$ cat config.mk
export PLATFORM = sky130hd
export DESIGN_NAME = muldiv
export DESIGN_NICKNAME = d
export VERILOG_FILES = /design/src/rtl/muldiv.sv
export SDC_FILE = /design/constraint.sdc
export NUM_CORES = 1
export LEC_CHECK = 0
export ABC_AREA = 0
export BUFFER_PORTS_ARGS = -buffer_cell sky130_fd_sc_hd__buf_2
export CORE_ASPECT_RATIO = 0.7
export CORE_MARGIN = 4
export CORE_UTILIZATION = 40
export CTS_BUF_LIST = sky130_fd_sc_hd__clkbuf_16
export CTS_CLUSTER_SIZE = 14
export DETAILED_ROUTE_END_ITERATION = 8
export SYNTH_ARGS = -nofsm -noshare
export SYNTH_HDL_FRONTEND = slang
export SYNTH_SLANG_ARGS = --single-unit
$ cat constraint.sdc
create_clock -name clk -period 6.1 [get_ports clk]
set_clock_uncertainty 0.05 [all_clocks]
set_input_delay 1.22 -clock clk [delete_from_list [all_inputs] [get_ports clk]]
set_output_delay 1.22 -clock clk [all_outputs]
set_load 0.02 [all_outputs]
$ cat src/rtl/muldiv.sv
// Iterative RV M-extension unit: radix-2 shift-add multiply and restoring divide, N = 32 (W ops) or XLEN.
// Result after N+2 cycles, or 1 cycle for divide-by-zero/overflow; result held until out_ready, kill aborts.
module muldiv #(
   parameter int XLEN = 32
) (
   input  logic            clk,
   input  logic            rst_n,
   input  logic            in_valid,
   output logic            in_ready,
   input  logic [2:0]      funct3,
   input  logic            s_32,
   input  logic [XLEN-1:0] rs1,
   input  logic [XLEN-1:0] rs2,
   input  logic            kill,
   output logic            out_valid,
   input  logic            out_ready,
   output logic [XLEN-1:0] rd,
   output logic            busy
);
   localparam int CW = $clog2(XLEN) + 1;

   typedef enum logic [1:0] {IDLE, CALC, FIX, DONE} state_t;

   state_t            state;
   logic [2:0]        op;
   logic              w;
   logic              neg_lo;    // negate product, or quotient
   logic              neg_hi;    // negate remainder
   logic [CW-1:0]     cnt;
   logic [CW-1:0]     last;
   logic [2*XLEN-1:0] mc;        // shifting multiplicand, or divisor in the low half
   logic [2*XLEN-1:0] acc;       // product, or remainder in acc[XLEN:0]
   logic [XLEN-1:0]   sh;        // multiplier, or dividend shifting into quotient

   function automatic logic [XLEN-1:0] ext32(input logic [XLEN-1:0] v, input logic sg);
      logic [XLEN-1:0] r;
      r = v;
      for (int i = 32; i < XLEN; i++) r[i] = sg & v[31];
      return r;
   endfunction

   logic            is_div, w_in, a_sgn, b_sgn, sa, sb, dz, ovf;
   logic [XLEN-1:0] e1, e2, m1, m2, minv, spec_res;

   always_comb begin
      is_div = funct3[2];
      // MULH* has no W form, so s_32 only narrows MUL and the divides
      w_in   = (XLEN == 64) && s_32 && (is_div || funct3[1:0] == 2'd0);
      a_sgn  = is_div ? ~funct3[0] : (funct3[1:0] == 2'd1 || funct3[1:0] == 2'd2);
      b_sgn  = is_div ? ~funct3[0] : (funct3[1:0] == 2'd1);
      e1     = w_in ? ext32(rs1, a_sgn) : rs1;
      e2     = w_in ? ext32(rs2, b_sgn) : rs2;
      sa     = a_sgn & e1[XLEN-1];
      sb     = b_sgn & e2[XLEN-1];
      m1     = sa ? -e1 : e1;
      m2     = sb ? -e2 : e2;
      minv   = '0;
      minv[XLEN-1] = 1'b1;
      if (w_in) minv = ext32(XLEN'(32'h8000_0000), 1'b1);
      dz     = (e2 == '0);
      ovf    = is_div && a_sgn && (e1 == minv) && (&e2);
      if (dz) spec_res = funct3[1] ? (w_in ? ext32(rs1, 1'b1) : rs1) : '1;
      else    spec_res = funct3[1] ? '0 : minv;
   end

   logic [XLEN:0]   rem_sh;
   logic [XLEN+1:0] diff;
   always_comb begin
      rem_sh = {acc[XLEN-1:0], sh[XLEN-1]};
      diff   = {1'b0, rem_sh} - {2'b00, mc[XLEN-1:0]};
   end

   logic [2*XLEN-1:0] prod;
   logic [XLEN-1:0]   quo, rem, res;
   always_comb begin
      prod = neg_lo ? -acc : acc;
      quo  = neg_lo ? -sh : sh;
      rem  = neg_hi ? -acc[XLEN-1:0] : acc[XLEN-1:0];
      case (op)
         3'd0:             res = prod[XLEN-1:0];
         3'd1, 3'd2, 3'd3: res = prod[2*XLEN-1:XLEN];
         3'd4, 3'd5:       res = quo;
         default:          res = rem;
      endcase
      if (w) res = ext32(res, 1'b1);
   end

   always_ff @(posedge clk) begin
      if (!rst_n) begin
         state     <= IDLE;
         in_ready  <= 1'b1;
         out_valid <= 1'b0;
         busy      <= 1'b0;
         rd        <= '0;
         op        <= '0;
         w         <= 1'b0;
         neg_lo    <= 1'b0;
         neg_hi    <= 1'b0;
         cnt       <= '0;
         last      <= '0;
         mc        <= '0;
         acc       <= '0;
         sh        <= '0;
      end else if (kill && state != IDLE) begin
         state     <= IDLE;
         in_ready  <= 1'b1;
         out_valid <= 1'b0;
         busy      <= 1'b0;
      end else begin
         case (state)
            IDLE: begin
               if (in_valid && in_ready && !kill) begin
                  op       <= funct3;
                  w        <= w_in;
                  cnt      <= '0;
                  last     <= w_in ? CW'(31) : CW'(XLEN - 1);
                  in_ready <= 1'b0;
                  busy     <= 1'b1;
                  acc      <= '0;
                  neg_lo   <= sa ^ sb;
                  neg_hi   <= sa;
                  mc       <= {{XLEN{1'b0}}, (is_div ? m2 : m1)};
                  // W divides left-align the dividend so the top quotient bit comes out first
                  sh       <= is_div ? (m1 << (w_in ? XLEN - 32 : 0)) : m2;
                  if (is_div && (dz || ovf)) begin
                     rd    <= spec_res;
                     state <= DONE;
                  end else begin
                     state <= CALC;
                  end
               end
            end
            CALC: begin
               cnt <= cnt + 1'b1;
               if (cnt == last) state <= FIX;
               if (op[2]) begin
                  if (!diff[XLEN+1]) begin
                     acc <= {{(XLEN-1){1'b0}}, diff[XLEN:0]};
                     sh  <= {sh[XLEN-2:0], 1'b1};
                  end else begin
                     acc <= {{(XLEN-1){1'b0}}, rem_sh};
                     sh  <= {sh[XLEN-2:0], 1'b0};
                  end
               end else begin
                  if (sh[0]) acc <= acc + mc;
                  mc <= mc << 1;
                  sh <= sh >> 1;
               end
            end
            FIX: begin
               rd    <= res;
               state <= DONE;
            end
            DONE: begin
               if (!out_valid) begin
                  out_valid <= 1'b1;
               end else if (out_ready) begin
                  state     <= IDLE;
                  out_valid <= 1'b0;
                  in_ready  <= 1'b1;
                  busy      <= 1'b0;
               end
            end
            default: state <= IDLE;
         endcase
      end
   end
endmodule
==> results.md <==
| Group | Quantity | This run |
|---|---|---|
| outcome | Outcome | finished, final reports clean |
| worst setup path | Worst reg2reg path startpoint | acc[18] |
| layout | Area growth from synthesis to layout | 8.91% |
| logic synthesis | Seq cells post-synth | 209 |
| sta | Final Slew Violations | 0 |
| logic synthesis | Cell type contributing the most total cell area after synthesis | dfxtp_1 |
| detailed routing | Routed WL | 80100 µm |
| floorplan | Total core area | 48200 µm² |
| sta | Setup violation total in the final timing report | 0 |
| sta | Final critical path time including I/O delays and setup | 4.58 ns |
| sta | Worst Setup Slack, final | 1.52 ns |
| detailed routing | Routed len/inst | 23.7 µm |
| clock network | Skew-Pair Late Insertion Delay | 0.55 ns |
| hold path | Beginning of the worst hold path | neg_hi |
| power and ir drop | Power density over the cells | 330 nW/µm² |
| logic synthesis | Largest cells by area after synthesis | dfxtp_1 (21%), ha_1 (6.8%), o21ai_0 (6.7%) |
| logic synthesis | Leading cell type by number of instances after synthesis | nand2_1 |
| worst setup path | Slack of the worst reg-to-reg path | 1.52 ns |
| worst setup path | Number of gates on the worst path with buffers counted | 11 |
| global routing | First-pass GRT wire length | 121000 µm |
| floorplan | I/O pins | 108 |
| detailed routing | Via count | 21500 |
| clock network | Total clock buffers created by CTS | 24 |
| logic synthesis | Number of different library cells in the post-synthesis netlist | 86 |
| sta | Maximum clock frequency | 218 MHz |
| worst setup path | Crit path largest cell delay | 0.72 ns |
| worst setup path | Worst Reg2Reg Path Length in Cells | 11 |
| worst setup path | Worst EP arrival | 4.95 ns |
| global routing | Via count of the first global-routing pass | 19500 |
| logic synthesis | Mean instance size in the synthesized netlist | 7.22 µm² |
| global routing | Global-route met3 utilization | 0.0620 |
| worst setup path | Worst-path cell with the longest stage delay | dfxtp_1 |
| global routing | GR Layer Usage met2 | 0.411 |
| place | Dpl ws | 1.27 ns |
| floorplan | Effective utilization at floorplan | 0.407 |
| floorplan | Core Rows | 67 |
| worst setup path | Crit path max fanout | 9 |
| logic synthesis | Sequential share of the synthesized area | 0.213 |
| hold path | Min-Delay Path Depth | 2 |
| sta | RSZ-0062 raised after global routing | no |
| logic synthesis | Share of synthesized registers carrying an async set or reset | 0 |
| clock network | Maximum clock path buffer count | 3 |
| worst setup path | Beginning of the critical path | acc[18] |
| layout | # fillers | 5030 |
| logic synthesis | Top_reg_cell synth | dfxtp_1 |
| logic synthesis | Fraction of post-synthesis cell area in the top cell type by area | 0.213 |
| detailed routing | Remaining routing DRC violations | 0 |
| place | Final RePlAce weighted congestion | 0.985 |
| sta | Transition time of the tightest slew-check pin | 1.27 ns |
| worst setup path | Worst setup path category | flip-flop to flip-flop |
| global routing | Pin count of the biggest net entering global routing | 73 |
| detailed routing | Number of nets with antenna violations after routing | 0 |
| sta | Final worst hold slack | 0.415 ns |
| sta | Hold Fails Final Rpt | 0 |
| worst setup path | Number of buffer and inverter stages on the critical path | 0 |
| worst setup path | Critical path endpoint category | flip-flop |
| global routing | GRT Total Usage | 0.290 |
| clock network | Number of instances resized during post-cts repair | 0 |
| worst setup path | Cell class contributing the biggest share of worst-path delay | compound AO/OA/AOI/OAI gates |
| layout | Layout cells sized above 1 | 0.0891 |
| worst setup path | Element type at the critical path start | flip-flop |
| floorplan | Die Wd | 273 µm |
| run | Number of maximum-capacitance violations | 0 |
| global routing | Initial antenna violation count | 7 |
| clock network | Clk root buf | clkbuf_16 |
| clock network | Setup Fix Bufs, Post-CTS | 0 |
| global routing | GRT overflow | 0 |
| sta | Rel. slew slack | 0.153 |
| place | Detailed placer's ending HPWL | 61500 µm |
| sta | Period Utilization, post-route | 0.750 |
| logic synthesis | Count of flip-flops with a built-in enable after synthesis | 0 |
| clock network | Clock-pin slew of the registers on the worst-case setup and hold paths | 0.07 ns |
| worst setup path | Data required, critical path | 6.48 ns |
| clock network | CTS Hold Buffers Added | 0 |
| global routing | Met1 Usage GRT | 0.445 |
| layout | Diode count | 0 |
| logic synthesis | Net Count, Synth | 2899 |
| worst setup path | Ordered list of cells on the worst path | ha_1, and3_1, and3_1, nor2b_1, a311oi_1, nand2_1, a211oi_1, o31ai_1, a221oi_2, o21a_1, o211ai_1 |
| detailed routing | Number of vias per cell | 6.37 |
| layout | Number of nets in the finished design | 2892 |
| clock network | Number of H-tree branching levels | 1 |
| power and ir drop | Leakage Power | 8.43 nW |
| floorplan | Die Y | 193 µm |
| floorplan | Die ar. | 52700 µm² |
| detailed routing | Iteration-0 DRC count of the detailed router | 2488 |
| global routing | Most used routing layer in global routing | met1 |
| power and ir drop | Worst voltage drop across the vdd grid | 0.189 mV |
| logic synthesis | Ranking of synthesized cells by instance count | nand2_1 (265), o21ai_0 (263), a21oi_1 (243) |
| clock network | TritonCTS clock tree | done |
| clock network | Number of sinks handled by clock tree synthesis | 209 |
| logic synthesis | Netlist Area Pre-Place | 19600 µm² |
| place | # port buffers | 106 |
| logic synthesis | Number of synthesis warnings | 0 |
| sta | Setup TNS Final | 0 ns |
| detailed routing | Total iterations of the first detailed-routing run | 8 |
| hold path | Worst Hold Class | flip-flop to flip-flop |
| worst setup path | Cell mode on critical path | and3_1 |
| logic synthesis | Synthesized instance count | 2718 |
==> worst paths after layout <==
check | to
worst max-delay path | acc[56]
worst min-delay path | neg_hi
worst max register to register | acc[56]
worst min register to register | neg_hi
==> registers in the layout, summed over array words and instances (netlist names) <==
register   count
acc           64
busy           1
cnt            6
neg_hi         1
op             3
mc            64
state          2
last           1
in_ready       1
sh            32
rd            32
out_valid      1
neg_lo         1
==> per-stage QoR <==
step / instances / util / power (W) / area, µm²
floorplan: 2718 / - / 0.00435 / 19600
global placement: 3340 / 0.428 / 0.00546 / 20600
detailed placement: 3340 / 0.428 / 0.00550 / 20600
CTS: 3381 / 0.444 / 0.00696 / 21400
global route: 3381 / 0.444 / 0.00743 / 21400
finish: 3381 / 0.444 / 0.00706 / 21400
==> worst register-to-register path: stages (launching register included) <==
cell and delay (ns):
dfxtp_1 0.72, ha_1 0.43, and3_1 0.29, and3_1 0.25
nor2b_1 0.16, a311oi_1 0.43, nand2_1 0.25, a211oi_1 0.71
o31ai_1 0.31, a221oi_2 0.55, o21a_1 0.21, o211ai_1 0.10
==> where the power goes <==
| part | switching (W) | internal (W) |
|---|---|---|
| Clock | 0.000648 | 0.000783 |
| Combinational | 0.00254 | 0.00126 |
| Sequential | 0.000279 | 0.00155 |
==> placed cells by master (no fill, tap or decap), types with 12 or more instances in the layout <==
master and n:
a211oi_1 84, a21o_1 56, a21oi_1 241, a222oi_1 13, a22oi_1 56, a31oi_1 44
and2_1 25, and3_1 25, buf_2 106, buf_4 44, clkbuf_16 25, dfxtp_1 207
ha_1 105, inv_1 94, mux2i_1 47, nand2_1 264, nand2b_1 16, nand3_1 51
nand4_1 38, nor2_1 211, nor3_1 54, nor4_1 17, o211ai_1 53, o21a_1 20
o21ai_0 263, o21bai_1 16, o221ai_1 12, o31ai_1 30, o41ai_1 18, or2_2 17
or3_1 30, or4_1 24, xnor2_1 125, xor2_1 113
==> metal layers <==
layer,up-vias,wire [µm]
li1,10000,-
met1,10400,38000
met2,941,32400
met3,112,7870
met4,10,1790
met5,-,56
==> cell families after synthesis <==
group,Yosys count,share of synthesized area
DFF,209,0.213
muxes,51,0.0263
adders and majority gates,108,0.0696
AOI/OAI and AO/OA,1012,0.330
xor gates and xnor gates,238,0.106
buffers and inverters,280,0.0551
and+or+nand+nor,820,0.200
==> final cells by class <==
class	instances	area (µm²)	share of cell area
Clock inverter	16	111	0.00521
Clock buffer	25	626	0.0293
Tap cell	655	820	0.0383
Sequential cell	209	4190	0.196
Multi-Input combinational cell	2229	14400	0.674
Inverter	97	365	0.0171
Timing Repair Buffer	150	861	0.0403
(Power assumes the default switching activity.)
